==> src/rtl/dmem_arbiter.sv <==
// dmem_arbiter: shares a single-port, word-indexed data memory between two
// requesters (A: CPU load/store path, B: loader/debug).
//
// Every access goes IDLE -> ACCESS -> RESP, so one access takes at least
// three cycles. Stores are steered onto byte lanes (sb/sh/sw). Loads are
// taken from the addressed lane and sign- or zero-extended (lb/lh/lw/lbu/lhu).
//
// Handshake: a requester raises req with its we/funct3/addr/wdata and holds
// them until it sees ack. ack is a one-cycle pulse, and err/rdata are valid
// only while ack is high. A req still high during RESP is ignored. The
// requester drops req in the cycle after ack; otherwise it is taken as a new
// request.
//
// Ports:
//   clk, rst_n                       clock, async active-low reset
//   a_req/a_we/a_funct3/a_addr/a_wdata   port A request
//   a_ack/a_err/a_rdata              port A response
//   b_*                              port B, same as port A
//   mem_wr_en/mem_byte_en/mem_addr/mem_wr_data  memory write side
//   mem_rd_data                      combinational read data for mem_addr
//
// Configuration macro: DMEM_ARB_FIXED_PRIO_EN
//   defined   -> port A always wins simultaneous requests
//   undefined -> round-robin on last_grant
module dmem_arbiter #(
  parameter int ADDR_WIDTH = 32,
  parameter int DATA_WIDTH = 32,
  parameter int MEM_SIZE   = 64
) (
  input  logic                        clk,
  input  logic                        rst_n,
  input  logic                        a_req,
  input  logic                        a_we,
  input  logic [2:0]                  a_funct3,
  input  logic [ADDR_WIDTH-1:0]       a_addr,
  input  logic [DATA_WIDTH-1:0]       a_wdata,
  output logic                        a_ack,
  output logic                        a_err,
  output logic [DATA_WIDTH-1:0]       a_rdata,
  input  logic                        b_req,
  input  logic                        b_we,
  input  logic [2:0]                  b_funct3,
  input  logic [ADDR_WIDTH-1:0]       b_addr,
  input  logic [DATA_WIDTH-1:0]       b_wdata,
  output logic                        b_ack,
  output logic                        b_err,
  output logic [DATA_WIDTH-1:0]       b_rdata,
  output logic                        mem_wr_en,
  output logic [3:0]                  mem_byte_en,
  output logic [$clog2(MEM_SIZE)-1:0] mem_addr,
  output logic [DATA_WIDTH-1:0]       mem_wr_data,
  input  logic [DATA_WIDTH-1:0]       mem_rd_data
);

  localparam int MAW = $clog2(MEM_SIZE);

  typedef enum logic [1:0] {IDLE, ACCESS, RESP} state_t;

  state_t                state, state_nx;
  logic                  gnt;        // 0 = A, 1 = B
  logic                  l_we;
  logic [2:0]            l_f3;
  logic [MAW+1:0]        l_addr;     // word index plus byte offset
  logic [DATA_WIDTH-1:0] l_wdata;
  logic                  l_err;
  logic [DATA_WIDTH-1:0] rdata_q;

  // Request selection
  logic                  grant_b;
  logic                  sel_we;
  logic [2:0]            sel_f3;
  logic [ADDR_WIDTH-1:0] sel_addr;
  logic [DATA_WIDTH-1:0] sel_wdata;

`ifdef DMEM_ARB_FIXED_PRIO_EN
  always_comb grant_b = b_req && !a_req;
`else
  logic last_grant;  // 0 = A, 1 = B
  // On a tie, grant the port that was not granted last time.
  always_comb grant_b = b_req && (!a_req || !last_grant);
`endif

  always_comb begin
    sel_we    = grant_b ? b_we     : a_we;
    sel_f3    = grant_b ? b_funct3 : a_funct3;
    sel_addr  = grant_b ? b_addr   : a_addr;
    sel_wdata = grant_b ? b_wdata  : a_wdata;
  end

  // An errored access never writes memory and returns rdata = 0.
  function automatic logic access_err(input logic we, input logic [2:0] f3,
                                      input logic [ADDR_WIDTH-1:0] addr);
    logic bad_f3, misal, oor;
    bad_f3 = 1'b0;
    misal  = 1'b0;
    case (f3)
      3'b000: misal = 1'b0;
      3'b001: misal = addr[0];
      3'b010: misal = |addr[1:0];
      3'b100: bad_f3 = we;
      3'b101: begin
        bad_f3 = we;
        misal  = addr[0];
      end
      default: bad_f3 = 1'b1;
    endcase
    oor = addr[ADDR_WIDTH-1:2] >= (ADDR_WIDTH-2)'(MEM_SIZE);
    return bad_f3 | misal | oor;
  endfunction

  // Load: shift the addressed lane down to bit 0, then extend it.
  logic [31:0] lane;
  logic [31:0] load_val;
  always_comb begin
    lane     = mem_rd_data >> {l_addr[1:0], 3'b000};
    load_val = '0;
    case (l_f3)
      3'b000:  load_val = {{24{lane[7]}}, lane[7:0]};
      3'b001:  load_val = {{16{lane[15]}}, lane[15:0]};
      3'b010:  load_val = lane;
      3'b100:  load_val = {24'h0, lane[7:0]};
      3'b101:  load_val = {16'h0, lane[15:0]};
      default: load_val = '0;
    endcase
  end

  always_ff @(posedge clk or negedge rst_n) begin
    if (!rst_n) begin
      state   <= IDLE;
      gnt     <= 1'b0;
      l_we    <= 1'b0;
      l_f3    <= '0;
      l_addr  <= '0;
      l_wdata <= '0;
      l_err   <= 1'b0;
      rdata_q <= '0;
`ifndef DMEM_ARB_FIXED_PRIO_EN
      last_grant <= 1'b1;  // B, so A wins the first tie
`endif
    end else begin
      state <= state_nx;
      case (state)
        IDLE: begin
          if (a_req || b_req) begin
            gnt     <= grant_b;
            l_we    <= sel_we;
            l_f3    <= sel_f3;
            l_addr  <= sel_addr[MAW+1:0];
            l_wdata <= sel_wdata;
            l_err   <= access_err(sel_we, sel_f3, sel_addr);
`ifndef DMEM_ARB_FIXED_PRIO_EN
            last_grant <= grant_b;
`endif
          end
        end
        ACCESS: rdata_q <= (!l_we && !l_err) ? load_val : '0;
        default: ;
      endcase
    end
  end

  always_comb begin
    state_nx    = state;
    mem_wr_en   = 1'b0;
    mem_byte_en = 4'b0000;
    mem_addr    = '0;
    mem_wr_data = '0;
    a_ack       = 1'b0;
    a_err       = 1'b0;
    a_rdata     = '0;
    b_ack       = 1'b0;
    b_err       = 1'b0;
    b_rdata     = '0;
    case (state)
      IDLE: if (a_req || b_req) state_nx = ACCESS;
      ACCESS: begin
        state_nx = RESP;
        mem_addr = l_addr[MAW+1:2];
        if (l_we && !l_err) begin
          mem_wr_en = 1'b1;
          // Replicate narrow data on every lane; byte_en picks the live one.
          case (l_f3)
            3'b000: begin
              mem_byte_en = 4'b0001 << l_addr[1:0];
              mem_wr_data = {4{l_wdata[7:0]}};
            end
            3'b001: begin
              mem_byte_en = 4'b0011 << l_addr[1:0];
              mem_wr_data = {2{l_wdata[15:0]}};
            end
            default: begin
              mem_byte_en = 4'b1111;
              mem_wr_data = l_wdata;
            end
          endcase
        end
      end
      RESP: begin
        state_nx = IDLE;
        if (!gnt) begin
          a_ack   = 1'b1;
          a_err   = l_err;
          a_rdata = rdata_q;
        end else begin
          b_ack   = 1'b1;
          b_err   = l_err;
          b_rdata = rdata_q;
        end
      end
      default: state_nx = IDLE;
    endcase
  end

endmodule

==> config.mk <==
export PLATFORM = sky130hd
export DESIGN_NAME = dmem_arbiter
export DESIGN_NICKNAME = d
export VERILOG_FILES = /design/src/rtl/dmem_arbiter.sv
export SDC_FILE = /design/constraint.sdc
export NUM_CORES = 1
export LEC_CHECK = 0
export CORE_UTILIZATION = 40
export CTS_CLUSTER_SIZE = 28
export DETAILED_ROUTE_END_ITERATION = 6
export GPL_ROUTABILITY_DRIVEN = 0
export PLACE_DENSITY = 0.86
export SLEW_MARGIN = 20
export SYNTH_ARGS = -nofsm -noshare
export SYNTH_HDL_FRONTEND = slang
export SYNTH_SLANG_ARGS = --single-unit
==> constraint.sdc <==
create_clock -name clk -period 2 [get_ports clk]
set_input_delay 0.2 -clock clk [delete_from_list [all_inputs] [get_ports clk]]
set_output_delay 0.2 -clock clk [all_outputs]
set_load 0.1 [all_outputs]
# Yosys cells after proc, flatten, opt, wreduce, memory -nomap -nowiden
# Cells that the tools add are included.
[totals]
elab_cells = 78
in_bits = 172
reg_bits = 81
[op_classes]
mux = 35
reduce_logical = 17
shifts = 3
n_eq_ne = 11
bitwise_logic = 2
n_lt_le_gt_ge = 1
[ops]
columns = ["cell", "count"]
rows = [
  ["$mux 32", 9],
  ["$pmux 32 s5", 1],
  ["$pmux 32 s2", 1],
  ["$shr 32x5->32", 1],
  ["$ge 30x7->1 const B", 1],
  ["$mux 1", 15],
  ["$eq 3x3->1 const B", 4],
  ["$mux 4", 2],
  ["$pmux 4 s2", 1],
  ["$eq 3x1->1 const B", 2],
  ["$eq 3x2->1 const B", 2],
  ["$logic_not 3->1", 2],
  ["$mux 6", 1],
  ["$reduce_or 2->1", 3],
  ["$logic_not 1->1", 4],
  ["$pmux 1 s2", 2],
  ["$pmux 2 s2", 1],
  ["$shl 1x2->4 const A", 1],
  ["$shl 2x2->4 const A", 1],
  ["$logic_and 1x1->1", 3],
  ["$mux 3", 1],
  ["$reduce_or 3->1", 1],
  ["$eq 2x1->1 const B", 1],
  ["$eq 2x2->1 const B", 1],
  ["6 further kinds", 8],
]

# Depth between registers and ports, before layout
# Gate-level depths: netlist of run 1.
[logic_depth]
depth_word = 11
ltp_mapped = 7
ltp_nobuf = 4

# Worst setup path after synthesis of run 1
# Ideal clock, no wire load.
[synth_path]
kind = "register -> output"
startpoint = "register state[1]"
endpoint = "output port mem_wr_data[24]"
t_arrival_ns = 3.314
path_stages_with_launch = 7
slack_ns = -1.514
required_time_ns = 1.800
path_cell_list = "dfrtp_1 > nand2b_1 > buf_2 > nor2_2 > nand2_1 > buf_2 > a211oi_1"
[synth_via]
elab_chain_len = 2
[synth_lines]
columns = ["element", "line", "source"]
rows = [
  ["from (decl)", "59", "state_t state, state_nx;"],
  ["from (signal assigned)", "141", "state <= state_nx;"],
  ["$eq 2x1->1", "174", "case (state)"],
  ["$mux 32", "174", ""],
  ["to (decl)", "51", "output logic [DATA_WIDTH-1:0] mem_wr_data,"],
]
# Every way passes these cells.

# Worst setup path after layout of run 1
[layout_path]
startpoint = "register state[1]"
endpoint = "output port mem_wr_data[26]"
# The elaborated chain is that of the path after synthesis.

==> reports/qor.yml, run 1 <==
sta:
  max_freq_ghz: 0.489
  timing.final.hold_violations: 0
  setup_viol: 6
  slew_viol_final: 0
  setup_ws_ns: -0.0456
  rsz0062_at_grt: "true"
  fin_skew_ns: 0.00737
  min_period_over_period_pct: 102
  worst_pin_slew_ns: 0.529
  max_slew_margin_pct: 64.7
  min_period_ns: 2.05
detailed_routing:
  drc: 0
  avgViaCountPerCell: 5.54
  routed_wl_um: 20400
  drtPass1Iterations: 5
  vias: 5874
  ant_nets: 0
  drt-initial-drc-count: 412
  wl_per_cell_um: 19.3
yosys:
  synthCells: 599
  syn_avg_cell_area_um2: 8.61
  async_reset_ff_share_pct: 100
  yosysSeqAreaShare_pct: 39.3
  ys_warn_count: 0
  syn-num-nets: 771
  synth_area_um2: 5160
  synth_seq_cells: 81
  yosysUniqueCellTypes: 47
  synth_edf_count: 0
  ys.flop_type: "dfrtp_1"
critical_path:
  crit_start: "state[1]$_DFFE_PN0P_"
  crit_fanout: 10
  critPathKind: "register to primary output"
  crit_slowest_cell: "dfrtp_1"
  path_cells: "nand2b_4, nor2_4, nand2_8, buf_4, a211oi_4, buf_12"
  worstPathRequired_ns: 1.80
  cp.depth: 6
  end_kind: "primary output"
  r2r-start: "l_f3[0]$_DFFE_PN0P_"
  cp_top_family: "simple AND/OR/NAND/NOR gates"
  crit_path_start_kind: "register"
  crit_path_max_incr_delay_ns: 0.40
  r2r_cells: 5
  cp.arrival_ns: 1.85
  crit_buf_inv: 2
  r2r_slack_ns: 0.15
status:
  status: "complete, but fails checks"
  violations: "setup timing"
power:
  finalPower_uw: 9280
  max-vdd-ir-drop_mv: 0.731
  p_per_area_nw_per_um2: 902
  leakagePower_uw: 0.00416
hold_path:
  hp-class: "input pin to asynchronous set/reset pin"
clocking:
  clockRootBuffer: "clkbuf_16"
  clk_pin_slew_worst_paths_ns: 0.07
  cts_made_buffers: 9
  clock_latency_ns: 0.33
  cts_buffer_depth: 2
  cts_sinks: 81
  htree_levels: 3
  cts_tree: "done"
layout:
  area_delta_synth_final_pct: 99.5
  final_nets: 1055
  utilization_pct: 81.5
  post-route-cell-area_um2: 10300
  drive_gt1_share_pct: 33.0
  antenna_cells: 0
  instances_no_fill: 1060
floorplanning:
  core-area_um2: 12600
  die_h_um: 116
  num_rows: 41
  dieArea_um2: 13400
  start_util_pct: 40.9
  io-pin-count: 283
  die_w_um: 116
grt:
  overflow: 0
  grt_pass1_wl_um: 31200
  met1_usage_pct: 34.4
  grt_pass1_vias: 6001
  gr-usage-met2_pct: 56.3
  met3_usage_pct: 5.07
  grt_max_degree: 51
  grtUsageTotal_pct: 30.7
  antenna_found_initial: 0
  grt-busiest-layer: "met2"
placement:
  dp_slack_ns: -0.00759
  dpl.hpwl_um: 15800
  io_buffers: 282
  post_dp_cell_area_um2: 9760
  dp_cells: 1027
run:
  maxCapViolCount: 0
placed cells by master, fill, tap and decap left out, types with 29 or more instances in the layout:
cell type,synthesis,final
o21ai_0,32,32
dfrtp_1,80,76
and2_2,0,58
buf_12,0,116
nor2_1,62,61
clkdlybuf4s50_1,0,170
mux2i_1,67,66
a21oi_1,83,63
buf_4,1,29
nand2_1,53,52
routing by layer:
| layer | vias up | part of all wire [%] | wire, um |
|---|---|---|---|
| met5 | - | 0 | 0 |
| met4 | 0 | 4.2 | 857 |
| met3 | 61 | 7.9 | 1620 |
| met2 | 370 | 53 | 10800 |
| met1 | 2781 | 35 | 7160 |
| li1 | 2662 | - | - |
power breakdown:
part	switching [uW]	internal [uW]	leakage, uW
clock	733	866	0.000135
sequential	549	2140	0.000984
combinational	3070	1930	0.00304
kinds of logic after synthesis:
kind of cell | after synthesis | share of synthesized area [%]
and+or+nand+nor | 227 | 22.6
AOI/OAI and AO/OA | 162 | 18.0
buffers and inverters | 52 | 4.46
DFF | 81 | 39.3
muxes | 77 | 15.6
flip-flops by register name (all words and copies together), names as in the netlist:
signal,count
last_grant,1
state,2
rdata_q,32
l_we,1
l_wdata,32
l_err,1
l_f3,3
l_addr,8
gnt,1
what timing repair did:
item	4_1_cts	5_1_grt
hold endpoints to repair	36	0
cloned	1	0
resized for setup	8	14
endpoints found under the setup margin	34	98
hold buffers	1	0
buffers inserted	9	6
pin swaps	2	3
cell type report:
| cell class | instances | area [um^2] |
|---|---|---|
| Sequential cell | 81 | 2030 |
| Fill cell | 728 | 2330 |
| Timing Repair Buffer | 321 | 4320 |
| Clock inverter | 7 | 61.3 |
| Tap cell | 172 | 215 |
| Inverter | 4 | 18.8 |
| Clock buffer | 9 | 225 |
| Multi-Input combinational cell | 466 | 3410 |
final timing paths:
path / end
min in group clk: l_wdata[20]$_DFFE_PN0P_
max reg2reg: rdata_q[26]$_DFFE_PN0P_
min: l_wdata[3]$_DFFE_PN0P_
max in group asynchronous: l_f3[1]$_DFFE_PN0P_
min reg2reg: rdata_q[2]$_DFFE_PN0P_
max: mem_wr_data[26]
through the flow:
stage	hold slack (ns)	setup TNS, ns
finish	0.392	-0.217
global route	0.438	-0.661
detailed placement	0.212	-0.00876
global placement	0.205	0
CTS	0.413	-0.298
floorplan	-0.0956	-0.607
synth_stat cells, types with 2 or more instances:
cell type  number  area (um^2)
a21oi_1        83          415
dfrtp_1        80         2000
and2_1         72          450
mux2i_1        67          671
nor2_1         62          233
nand2_1        53          199
o21ai_0        32          160
clkbuf_1       23         86.3
buf_2          18         90.1
a22oi_1        16          120
nor4_1         12         75.1
a211oi_1        8         60.1
and3_1          8         50.1
mux2_2          8         90.1
o2bb2ai_1       8         70.1
o21ai_1         5         25.0
buf_1           4         15.0
inv_1           4         15.0
nor3_1          3         15.0
a31oi_1         2         12.5
nor2b_1         2         12.5
nor3_4          2         32.5
nor3b_1         2         15.0
or2_2           2         12.5
No activity file was read; power rests on OpenSTA's default activity.
==> run 2: changes to the inputs <==
--- a/config.mk
+++ b/config.mk
@@ -5,6 +5,7 @@
 export SDC_FILE = /design/constraint.sdc
 export NUM_CORES = 1
 export LEC_CHECK = 0
+export CORE_ASPECT_RATIO = 0.7
 export CORE_UTILIZATION = 40
 export CTS_CLUSTER_SIZE = 28
 export DETAILED_ROUTE_END_ITERATION = 6
==> run 2 against run 1 <==
Net effect:
- the flow still finishes with violations (setup timing)
- global-route usage is 1.6 points higher
- clock skew is 0.0011 ns lower
- critical path depth stayed put
- sequential share of layout area is 0.33 points lower
- critical path type unchanged
- largest cell class unchanged
- highest routed layer unchanged
==> reports/qor.yml, run 2 (synthesized netlist as in run 1, its figures left out) <==
power:
  p_comb_share_pct: 55.5
  finalPower_uw: 9740
  max-vdd-ir-drop_mv: 0.694
  p_per_area_nw_per_um2: 930
  leakagePower_uw: 0.00425
  power.internal_uw: 5140
  switching_power_uw: 4600
  clkPwrFrac_pct: 16.4
  switching_share_pct: 47.3
  p_seq_share_pct: 28.2
sta:
  worst_pin_slew_ns: 0.535
  setup_ws_ns: -0.0315
  fin_skew_ns: 0.00628
  min_period_over_period_pct: 102
  rsz0062_at_grt: "true"
  timing.final.hold_violations: 0
  slew_viol_final: 0
  min_period_ns: 2.03
  setup_viol: 35
  max_freq_ghz: 0.492
  max_slew_margin_pct: 64.3
  holdWs_ns: 0.404
layout:
  regArea_um2: 2030
  final_nets: 1061
  final_common_cell: "clkdlybuf4s50_1"
  largestRegisters: "l_wdata x32, rdata_q x32, l_addr x8"
  area_delta_synth_final_pct: 103
  n_fill_cell: 671
  multi_input_area_um2: 3430
  layout_common_cells: "clkdlybuf4s50_1, buf_12, dfrtp_1, mux2i_1, a21oi_1"
  drive_gt1_share_pct: 33.3
detailed_routing:
  drt-initial-drc-count: 453
  drc: 0
  drtPass1Iterations: 5
  vias: 6149
  ant_nets: 0
  routed_wl_um: 22800
  avgViaCountPerCell: 5.81
  wl_per_cell_um: 21.5
hold_path:
  hp-class: "input pin to asynchronous set/reset pin"
grt:
  grtUsageTotal_pct: 32.3
  overflow: 0
  grt_pass1_vias: 6166
  grt_max_degree: 65
  antenna_found_initial: 1
  grt_pass1_wl_um: 32500
floorplanning:
  io-pin-count: 283
  die_h_um: 97.0
  die_w_um: 138
  core-area_um2: 12500
  dieArea_um2: 13400
  num_rows: 34
  start_util_pct: 41.2
critical_path:
  path_cells: "buf_6, nor3b_4, buf_6, buf_8, and2_2, buf_12"
  crit_slowest_cell: "dfrtp_1"
  path_common_cell: "buf_6"
  crit_path_max_incr_delay_ns: 0.41
  r2r_cells: 5
  crit_path_start_kind: "register"
  worstPathRequired_ns: 1.80
  critPathKind: "register to primary output"
  end_kind: "primary output"
  cp.arrival_ns: 1.83
  crit_fanout: 6
clocking:
  cts_buffer_depth: 2
  cts_tree: "done"
  clock_latency_ns: 0.34
  clk_pin_slew_worst_paths_ns: 0.06
  cts_made_buffers: 9
  htree_levels: 3
  clockRootBuffer: "clkbuf_16"
  cts_sinks: 81
placement:
  dpl.hpwl_um: 16700
  io_buffers: 282
status:
  violations: "setup timing"
  status: "complete, but fails checks"
run:
  maxCapViolCount: 0
## run 2: cell count changes in the layout (fill, tap and decap cells not counted), sizes merged
cell	change
clkbuf	+4
clkinv	+1
nand2	+1
inv	-4
diode	+2
clkinvlp	+1
buf	+3
## run 2: timing repair
action,4_1_cts,5_1_grt
setup buffers,5,8
pin swaps,3,5
hold buffers,1,0
gates cloned,2,6
resized for setup,16,52
endpoints found under the setup margin,28,92
endpoints found under the hold margin,37,0
## run 2: layout make-up
type,instances,area share (%)
antenna,2,0.0478
sequential,81,19.4
tap,162,1.94
clock inverter,5,0.382
clock buffer,11,2.41
multi-input combinational,467,32.8
inverter,4,0.179
timing repair buffer,326,42.8
## run 2: per-stage QoR
stage | instance area (um^2) | util (%) | worst slack, ns | cells | setup TNS, ns
after global routing | 10500 | 83.7 | -0.0821 | 1056 | -3.36
after detailed placement | 9740 | 77.9 | 0.0194 | 1018 | 0
final | 10500 | 83.7 | -0.0315 | 1058 | -0.570
after floorplan | 5620 | - | -0.118 | 599 | -0.607
after global placement | 9740 | 77.9 | 0.120 | 1018 | 0
after CTS | 10200 | 81.5 | -0.00850 | 1042 | -0.00850
## run 2: worst max-delay path: cells and delay by family (launching register included)
family                 cells  cell delay, ns
buffers and inverters      4            0.68
AND/OR/NAND/NOR            2            0.40
flip-flops                 1            0.41
## run 2: path summary, 6_finish.rpt
path                       slack (ns)                      end              startpoint
setup / recovery                -0.03              b_rdata[28]    state[0]$_DFFE_PN0P_
hold / removal                   0.40    l_addr[4]$_DFFE_PN0P_                   rst_n
setup reg to reg                 0.04  rdata_q[29]$_DFFE_PN0P_    state[1]$_DFFE_PN0P_
hold reg to reg                  0.51   rdata_q[5]$_DFFE_PN0P_  rdata_q[5]$_DFFE_PN0P_
max in group asynchronous        0.97   last_grant$_DFFE_PN1P_                   rst_n
min in group clk                 0.48  l_wdata[17]$_DFFE_PN0P_             a_wdata[17]
## run 2: power groups by stage
stage | Clock [uW] | Combinational [uW] | Sequential [uW]
after CTS | 1600 | 4930 | 2690
final | 1590 | 5400 | 2740
after global routing | 1660 | 5730 | 2800
after detailed placement | 0 | 4790 | 2700
after global placement | 0 | 4600 | 2650
after floorplan | 0 | 3400 | 2410
## run 2: routing by layer
layer  wire, um  vias up  track usage, %
met1       8510     2967            39.1
met5          0        -               0
met2      11200      397            54.9
met3       2060       92            6.76
li1           -     2693               -
met4        937        0            14.0
